[config.mk]
export PLATFORM = sky130hd
export DESIGN_NAME = tx_router2mac_pkt
export DESIGN_NICKNAME = d
export VERILOG_FILES = /design/src/rtl/tx_r2m_pkg.sv /design/src/rtl/tx_r2m_fifo.sv /design/src/rtl/tx_router2mac_pkt.sv
export SDC_FILE = /design/constraint.sdc
export NUM_CORES = 1
export LEC_CHECK = 0
export ABC_AREA = 0
export CORE_ASPECT_RATIO = 1.4
export CORE_MARGIN = 2
export CORE_UTILIZATION = 43
export CTS_CLUSTER_DIAMETER = 100
export DETAILED_ROUTE_END_ITERATION = 10
export DONT_BUFFER_PORTS = 1
export GPL_TIMING_DRIVEN = 1
export PLACE_DENSITY = 0.56
export SLEW_MARGIN = 20
export SYNTH_ARGS = -nofsm -noshare
export SYNTH_HDL_FRONTEND = slang
export SYNTH_SLANG_ARGS = --single-unit
[constraint.sdc]
create_clock -name clk -period 6.8 [get_ports clk]
set_input_delay 2.04 -clock clk [delete_from_list [all_inputs] [get_ports clk]]
set_output_delay 2.04 -clock clk [all_outputs]
set_load 0.005 [all_outputs]
[src/rtl/tx_r2m_pkg.sv]
// tx_r2m_pkg
// Shared definitions for the router-to-MAC packet bridge:
//   - r2m_state_t : packet FSM state encoding
//   - sop_pos()   : bit index of SOP inside a flit of the given widths
//   - eop_pos()   : bit index of EOP inside a flit of the given widths
// Flit layout: {SOP, EOP, data[DATA_W-1:0], valid[VLD_W-1:0]}.
package tx_r2m_pkg;

    typedef enum logic [1:0] {
        ST_IDLE = 2'd0,
        ST_PKT  = 2'd1,
        ST_GAP  = 2'd2
    } r2m_state_t;

    function automatic int sop_pos(input int data_w, input int vld_w);
        return data_w + vld_w + 1;
    endfunction

    function automatic int eop_pos(input int data_w, input int vld_w);
        return data_w + vld_w;
    endfunction

endpackage

[src/rtl/tx_r2m_fifo.sv]
// tx_r2m_fifo
// Skid FIFO between the router interface and the MAC output stage.
// Head word is presented combinationally on o_rdata while not empty.
// Ports:
//   clk, rst_n        clock, async active-low reset (flushes pointers)
//   i_wr, i_wdata     push request and data
//   i_rd              pop request (head consumed)
//   o_rdata           head word
//   o_full, o_empty   status flags; o_full is a flop
module tx_r2m_fifo #(
    parameter int WIDTH = 70,
    parameter int DEPTH = 4
)(
    input  logic             clk,
    input  logic             rst_n,
    input  logic             i_wr,
    input  logic [WIDTH-1:0] i_wdata,
    input  logic             i_rd,
    output logic [WIDTH-1:0] o_rdata,
    output logic             o_full,
    output logic             o_empty
);
    localparam int AW = $clog2(DEPTH);
    localparam logic [AW:0] FULL_CNT = (AW+1)'(DEPTH);

    logic [WIDTH-1:0] r_mem [DEPTH];
    logic [AW-1:0]    r_wptr;
    logic [AW-1:0]    r_rptr;
    logic [AW:0]      r_count;
    logic             r_full;
    logic [AW:0]      w_count_nxt;
    logic             w_wr;
    logic             w_rd;

    // A push while full is legal when the head leaves on the same edge.
    assign w_wr = i_wr && (!r_full || i_rd);
    assign w_rd = i_rd && (r_count != '0);

    always_comb begin
        w_count_nxt = r_count;
        if (w_wr && !w_rd) begin
            w_count_nxt = r_count + 1'b1;
        end else if (!w_wr && w_rd) begin
            w_count_nxt = r_count - 1'b1;
        end
    end

    // Full is held high during reset so the upstream ack stays low until
    // the first clock edge after release.
    always_ff @(posedge clk or negedge rst_n) begin
        if (!rst_n) begin
            r_wptr  <= '0;
            r_rptr  <= '0;
            r_count <= '0;
            r_full  <= 1'b1;
        end else begin
            if (w_wr) r_wptr <= r_wptr + 1'b1;
            if (w_rd) r_rptr <= r_rptr + 1'b1;
            r_count <= w_count_nxt;
            r_full  <= (w_count_nxt == FULL_CNT);
        end
    end

    always_ff @(posedge clk) begin
        if (w_wr) r_mem[r_wptr] <= i_wdata;
    end

    assign o_rdata = r_mem[r_rptr];
    assign o_full  = r_full;
    assign o_empty = (r_count == '0);

endmodule

[src/rtl/tx_router2mac_pkt.sv]
// tx_router2mac_pkt
// Bridges router flits to a MAC word interface: skid FIFO, packet FSM,
// registered output stage, inter-packet gap insertion and protocol checks.
// Optional feature macro: TX_R2M_PKT_CNT_EN (enables the packet counter;
// without it pkt_cnt is tied to zero).
// Ports:
//   clk, rst_n            clock, async active-low reset
//   data_router, val, ack flit input handshake (ack is a flop)
//   data_mac, valid_mac   MAC data and byte-valid count
//   sop_mac, eop_mac      packet delimiters
//   mac_val, mac_rdy      MAC output handshake
//   err                   one-cycle protocol error pulse
//   pkt_cnt               completed packet count
//
// state   | meaning
// IDLE    | waiting for a SOP flit; non-SOP heads are dropped with err
// PKT     | forwarding body flits until EOP
// GAP     | EOP issued; after it is accepted, hold mac_val low IPG cycles
module tx_router2mac_pkt
    import tx_r2m_pkg::*;
#(
    parameter int DATA_W = 64,
    parameter int VLD_W  = 4,
    parameter int DEPTH  = 4,
    parameter int IPG    = 3,
    localparam int FLIT_W = DATA_W + VLD_W + 2
)(
    input  logic              clk,
    input  logic              rst_n,
    input  logic [FLIT_W-1:0] data_router,
    input  logic              val,
    output logic              ack,
    output logic [DATA_W-1:0] data_mac,
    output logic [VLD_W-1:0]  valid_mac,
    output logic              sop_mac,
    output logic              eop_mac,
    output logic              mac_val,
    input  logic              mac_rdy,
    output logic              err,
    output logic [31:0]       pkt_cnt
);
    localparam int SOP_B = sop_pos(DATA_W, VLD_W);
    localparam int EOP_B = eop_pos(DATA_W, VLD_W);
    localparam logic [3:0] GAP_LOAD = (IPG > 0) ? 4'(IPG - 1) : 4'd0;
    localparam r2m_state_t ST_AFTER_EOP = (IPG > 0) ? ST_GAP : ST_IDLE;

    logic [FLIT_W-1:0] w_head;
    logic              w_full;
    logic              w_empty;
    logic              w_push;
    logic              w_pop;
    logic              w_free;
    logic              w_take;
    logic              w_start;
    logic              w_h_sop;
    logic              w_h_eop;
    logic [DATA_W-1:0] w_h_data;
    logic [VLD_W-1:0]  w_h_vld;

    r2m_state_t        r_state;
    logic [3:0]        r_gap;
    logic [DATA_W-1:0] r_data;
    logic [VLD_W-1:0]  r_vld;
    logic              r_sop;
    logic              r_eop;
    logic              r_mac_val;
    logic              r_err;

    assign ack    = !w_full;
    assign w_push = val && ack;

    tx_r2m_fifo #(
        .WIDTH (FLIT_W),
        .DEPTH (DEPTH)
    ) u_fifo (
        .clk     (clk),
        .rst_n   (rst_n),
        .i_wr    (w_push),
        .i_wdata (data_router),
        .i_rd    (w_pop),
        .o_rdata (w_head),
        .o_full  (w_full),
        .o_empty (w_empty)
    );

    assign w_h_sop  = w_head[SOP_B];
    assign w_h_eop  = w_head[EOP_B];
    assign w_h_data = w_head[VLD_W +: DATA_W];
    assign w_h_vld  = w_head[VLD_W-1:0];

    assign w_free = !r_mac_val || mac_rdy;
    assign w_take = r_mac_val && mac_rdy;
    // The last gap cycle behaves as IDLE so the next SOP can load on the
    // edge that ends the gap, giving exactly IPG empty cycles.
    assign w_start = (r_state == ST_IDLE) ||
                     ((r_state == ST_GAP) && !r_mac_val && (r_gap == 4'd0));
    assign w_pop   = !w_empty && w_free && (w_start || (r_state == ST_PKT));

    always_ff @(posedge clk or negedge rst_n) begin
        if (!rst_n) begin
            r_state   <= ST_IDLE;
            r_gap     <= 4'd0;
            r_data    <= '0;
            r_vld     <= '0;
            r_sop     <= 1'b0;
            r_eop     <= 1'b0;
            r_mac_val <= 1'b0;
            r_err     <= 1'b0;
        end else begin
            r_err <= 1'b0;

            // Consumed word leaves the stage; zeroed fields keep the
            // outputs clean while mac_val is low.
            if (w_take) begin
                r_mac_val <= 1'b0;
                r_data    <= '0;
                r_vld     <= '0;
                r_sop     <= 1'b0;
                r_eop     <= 1'b0;
            end

            if (w_pop) begin
                if (r_state == ST_PKT) begin
                    r_mac_val <= 1'b1;
                    r_data    <= w_h_data;
                    r_vld     <= w_h_vld;
                    r_sop     <= 1'b0;
                    r_eop     <= w_h_eop;
                    r_err     <= w_h_sop;
                    if (w_h_eop) r_state <= ST_AFTER_EOP;
                end else if (w_h_sop) begin
                    r_mac_val <= 1'b1;
                    r_data    <= w_h_data;
                    r_vld     <= w_h_vld;
                    r_sop     <= 1'b1;
                    r_eop     <= w_h_eop;
                    r_state   <= w_h_eop ? ST_AFTER_EOP : ST_PKT;
                end else begin
                    r_err   <= 1'b1;
                    r_state <= ST_IDLE;
                end
            end else if (w_start && (r_state == ST_GAP)) begin
                r_state <= ST_IDLE;
            end

            // Gap down-counter: loaded when the EOP word is accepted.
            if (r_state == ST_GAP) begin
                if (w_take) begin
                    r_gap <= GAP_LOAD;
                end else if (!r_mac_val && (r_gap != 4'd0)) begin
                    r_gap <= r_gap - 4'd1;
                end
            end
        end
    end

    assign data_mac  = r_data;
    assign valid_mac = r_vld;
    assign sop_mac   = r_sop;
    assign eop_mac   = r_eop;
    assign mac_val   = r_mac_val;
    assign err       = r_err;

`ifdef TX_R2M_PKT_CNT_EN
    logic [31:0] r_pkt_cnt;

    always_ff @(posedge clk or negedge rst_n) begin
        if (!rst_n) begin
            r_pkt_cnt <= 32'd0;
        end else if (w_take && r_eop) begin
            r_pkt_cnt <= r_pkt_cnt + 32'd1;
        end
    end

    assign pkt_cnt = r_pkt_cnt;
`else
    assign pkt_cnt = 32'd0;
`endif

endmodule

* Yosys cells after proc, flatten, opt, wreduce, memory -nomap -nowiden
Memory sizes are Yosys's and may differ from the RTL's.
Cells that the tools add are included.
** Cells by class
- Add/subtract/negate cells :: 5
- Eq/ne operators :: 4
- Reduce and logical (&&, ||, !) cells :: 30
- Muxes and demuxes :: 35
** Operators by type and width (number)
- 2-to-1 mux 64 bit :: 4
- 2-to-1 mux 4 bit :: 6
- 2-to-1 mux 1 bit :: 17
- logical AND 1 bit :: 12
- 2-to-1 mux 2 bit :: 6
- 2-to-1 mux 3 bit :: 2
- zero test 1 bit :: 5
- adder 2 x 1 -> 2 bit (second input constant) :: 2
- zero test 4 bit :: 1
- logical OR 1 bit :: 4
- AND reduction 2 bit :: 2
- nonzero test 2 bit :: 2
- nonzero test 4 bit :: 1
- subtractor 4 x 1 -> 4 bit (second input constant) :: 1
- adder 3 x 1 -> 3 bit (second input constant) :: 1
- equality test 3 bit (second input constant) :: 1
- zero test 3 bit :: 1
- != test 3 bit (second input constant) :: 1
- nonzero test 3 bit :: 1
- subtractor 3 x 1 -> 3 bit (second input constant) :: 1
- equality test 2 x 1 -> 1 bit (second input constant) :: 1
- equality test 2 bit (second input constant) :: 1
- zero test 2 bit :: 1
** Word-level totals
- Memories :: 1
- Word-level logic and storage cells :: 87
- Register bits after elaboration :: 86
- RAM bits :: 280
** Memories
- u_fifo.r_mem :: words 4, bits a word 70, rd ports 1, clocked after Yosys merged registers in 0, write ports 1, RTL line tx_r2m_fifo.sv:26 : logic [WIDTH-1:0] r_mem [DEPTH];

* Depth between registers and ports, before layout
- Depth in word-level cells :: 13
- Mapped depth :: 10
- Gate-level depth less buffers :: 7

* Hierarchy
From an unflattened synthesis, not the netlist that was laid out.
** Unflattened totals
- Cells, all modules :: 817
- Area, all modules :: 14214.9 sq um
** By module, submodules not included
- tx_r2m_fifo :: cells each 420, times used 1, area an instance 10612.7 sq um
- tx_router2mac_pkt :: cells each 397, times used 1, area an instance 3602.2 sq um

* Least setup slack after synthesis
Ideal clock, no wire load.
- Kind :: input-to-reg
- Start point :: input val
- End point :: memory u_fifo.r_mem[0][0] (enable)
- Stages :: 3
- Data arrival time :: 4.278 ns
- Buffers on the path :: 1
- Setup time :: 0.436 ns
- Slack :: 2.086 ns
- Path through :: nor2b_1 clkbuf_1 and2_1
** Between the ends
- Longest elaborated chain between the ends :: 4
** RTL lines
- start: declaration :: RTL line tx_router2mac_pkt.sv:31 : input logic val,
- logical AND 1 bit :: RTL line tx_router2mac_pkt.sv:70 : assign w_push = val && ack;
- logical AND 1 bit :: RTL line tx_r2m_fifo.sv:36 : assign w_wr = i_wr && (!r_full || i_rd);
- 2-to-1 mux 1 bit :: RTL line tx_r2m_fifo.sv:65 : if (w_wr) r_mem[r_wptr] <= i_wdata;
- 2-to-1 mux 1 bit (implied by the code) :: RTL line tx_r2m_fifo.sv:65
- end: declaration :: RTL line tx_r2m_fifo.sv:26
No other way between the ends.

* Worst setup path in the final report
- Start point :: input val
- End point :: memory u_fifo.r_mem[3][19] (enable)
The elaborated chain is that of the path after synthesis.

==> flow_summary.toml <==
[critical_path]
critical_path.startpoint_type = "input port"
critPathTopFamily = "simple AND/OR/NAND/NOR gates"
timing_worst_setup_path_type = "input port to flip-flop"
crit_fanout = 38
worst_ep_arrival_time_ns = 3.82
standard_cell_with_the_maximum_stage_delay_on_the_critical_path = "nor2b_1"
worst-r2r-cell-count = 8
worstSetupPathDepth = 3
worst-endpoint-required_ns = 6.99
critical_path.endpoint_type = "flip-flop"
critical_path_buf_inv_count = 1
cp_slowest_stage_delay_ns = 0.74
cell_chain_of_the_critical_path = "nor2b_1 > and2_4 > buf_12"

[die]
std_cell_rows = 78
die-width_um = 157
chipHeight_um = 218
die_area_sq_um = 34100
i_o_pin_total = 179
design.core.area_sq_um = 32300
start_util_pct = 43.4

[sta]
clock-skew-final_ns = 0.0134
maxSlewHeadroom_pct = 35.7
hold-worst-slack_ns = 0.536
grt_setup_unrepaired = "no"
layout_worst_path_cycle_share_pct = 53.3
slew_violations = 0
final_setup_violation_count = 0
fin_setup_tns_ns = 0
tightestPinTransition_ns = 0.963
achievable-frequency_mhz = 276
final.setup.worst_slack_ns = 3.18
min_period_ns = 3.62
final_hold_vios = 0

[global_routing]
first_pass_grt_wire_length_um = 41500
globalRouteTotalUtil_pct = 16.1
grt_max_degree = 99
number_of_antenna_violations_at_the_first_check_in_global_routing = 0
globalRoute.totalOverflow = 0
grt_pass1_vias = 7265

[synthesis]
yosys_warnings = 0
count_of_flip_flops_with_a_built_in_enable_after_synthesis = 280
yosys.cell_count.top_type = "edfxtp_1"
synth_top_flop_cell = "edfxtp_1"
yosysTopAreaCellShare_pct = 60.0
synthDominantAreaCellType = "edfxtp_1"
synth.top_cells.by_area = "edfxtp_1, dfrtp_1, mux4_2, nand2_1, o21ai_0"
synth_cell_type_count = 40
synth_top_cells_by_count = "edfxtp_1, nand2_1, dfrtp_1, o21ai_0, mux4_2"
postSynth.asyncResetShare_pct = 23.5
synth-seq-cells = 366
synthesis.instances = 802
synth.cell_area_sq_um = 14000
syn_avg_cell_area_sq_um = 17.5
synth.yosys.seq_area_share_pct = 75.4

[finish]
fin_area_sq_um = 15700
finalNetCount = 889
antenna_cells = 0
n_fill_cell = 2702
area_delta_synth_final_pct = 11.7
register_area_sq_um = 10600
area_of_combinational_cells_with_multiple_inputs_sq_um = 3130
drive_gt1_share_pct = 17.6
fin_cells = 1273

[routing]
detail_route.wl_per_cell_um = 20.9
detail-route-antenna-nets = 0
drt_iter0_drc = 406
vias_per_cell = 5.17
remaining_drc_errors = 0
dr.pass1.iters = 4
via_count = 6580
drt_wl_total_um = 26600

[clock_network]
htree_num_levels = 2
clk_path_buf_depth = 3
cts_tree = "yes"
clk_latency_ns = 0.52
cts_setup_buffers = 0
quantity_of_hold_fixing_buffers_added_after_cts = 0
cts-root-buf = "clkbuf_16"
cts-buffers-inserted = 35
numClockSinks = 366
post_cts_clock_slew_at_the_launch_and_capture_registers_of_the_worst_setup_and_hold_paths_ns = 0.06
cts_resized = 0

[outcome]
outcome = "finished, final reports clean"

[hold_path]
timing.hold.worst_path_depth = 2
timing.hold.worst.class = "flip-flop to flip-flop"

[placed_design]
pre_cts_ws_ns = 2.50
postPlaceCellArea_sq_um = 14300
portBuffers = 0
placed_cells_incl_taps = 1205
dp_hpwl_um = 15200
gpl.final_weighted_congestion = 0.676

[power]
total_leakage_power_nw = 5.43
vdd.ir_drop.worst_v = 0.000207
power.density_nw_per_um2 = 436

[flow_run]
drv.max_cap_violation_count = 0
[worst min-delay path, cell delays in order, from the launching register on]
cell and delay [ns]:
dfrtp_1 0.37, nand2_1 0.05, o21ai_0 0.07
[logic make-up (layout without fill, tap and decap cells)]
| kind of cell | Yosys count | in the layout | synth area share (%) |
|---|---|---|---|
| AO/OA/AOI/OAI | 92 | 92 | 3.52 |
| XOR/XNOR | 7 | 7 | 0.438 |
| adder cells (fa/ha/maj) | 8 | 8 | 0.714 |
| buffers and inverters | 80 | 80 | 3.32 |
| flip-flops | 366 | 366 | 75.4 |
| multiplexers | 71 | 71 | 11.4 |
| other | 1 | 32 | 0.0268 |
| AND/OR/NAND/NOR | 177 | 177 | 5.20 |
[cell type report]
class / instances / area share, %
flip-flops and latches: 366 / 67.5
well taps: 440 / 3.52
clock inverters: 20 / 1.67
repair buffers: 8 / 0.927
inverters: 9 / 0.216
multi-input cells: 387 / 20.0
clock buffers: 43 / 6.19
[where the power goes]
group,internal (mW),switching [mW]
clock,1.25,0.811
combinational,0.678,0.802
sequential,2.96,0.325
total,4.89,1.94
[layer usage]
layer | routed length [um] | GRT usage, % | up-vias
met1 | 9980 | 17.8 | 3417
met5 | 0 | 0 | -
li1 | - | - | 2961
met2 | 14100 | 29.1 | 163
met4 | 601 | 5.32 | 0
met3 | 1950 | 5.27 | 39
[flip-flops by register name, indices dropped and copies added, names as in the netlist]
signal,flops
u_fifo.r_rptr,2
u_fifo.o_full,1
valid_mac,4
sop_mac,1
u_fifo.r_wptr,2
r_state,2
u_fifo.r_count,3
u_fifo.r_mem,280
r_gap,4
mac_val,1
err,1
data_mac,64
eop_mac,1
[final timing paths]
kind                               start                   to  slack, ns
worst max-delay path                 val  u_fifo.r_mem[3][19]       3.18
worst min-delay path            r_gap[0]             r_gap[0]       0.54
worst max register to register  r_gap[0]         data_mac[56]       3.94
worst min register to register  r_gap[0]             r_gap[0]       0.54
max in group asynchronous          rst_n         data_mac[15]       5.39
min in group asynchronous          rst_n             r_gap[0]       1.21
[cell usage in the layout (no fill, tap or decap), types with 4 or more instances in the layout]
cell type and n:
a21oi_1 6, and2_4 4, bufinv_16 6, clkbuf_1 4, clkbuf_16 37, clkinv_2 6
conb_1 32, dfrtp_1 83, edfxtp_1 280, ha_1 8, inv_1 9, mux4_2 71
nand2_1 148, nand2b_1 4, nor2_1 6, o21ai_0 73, xnor2_1 7
[stage by stage]
step / utilization, % / total power, mW
finish: 48.5 / 6.82
global route: 48.5 / 7.20
CTS: 48.1 / 6.91
detailed placement: 44.3 / 4.83
global placement: 44.3 / 4.76
floorplan: - / 4.42
Note: power is estimated with default switching activity, not from simulation.
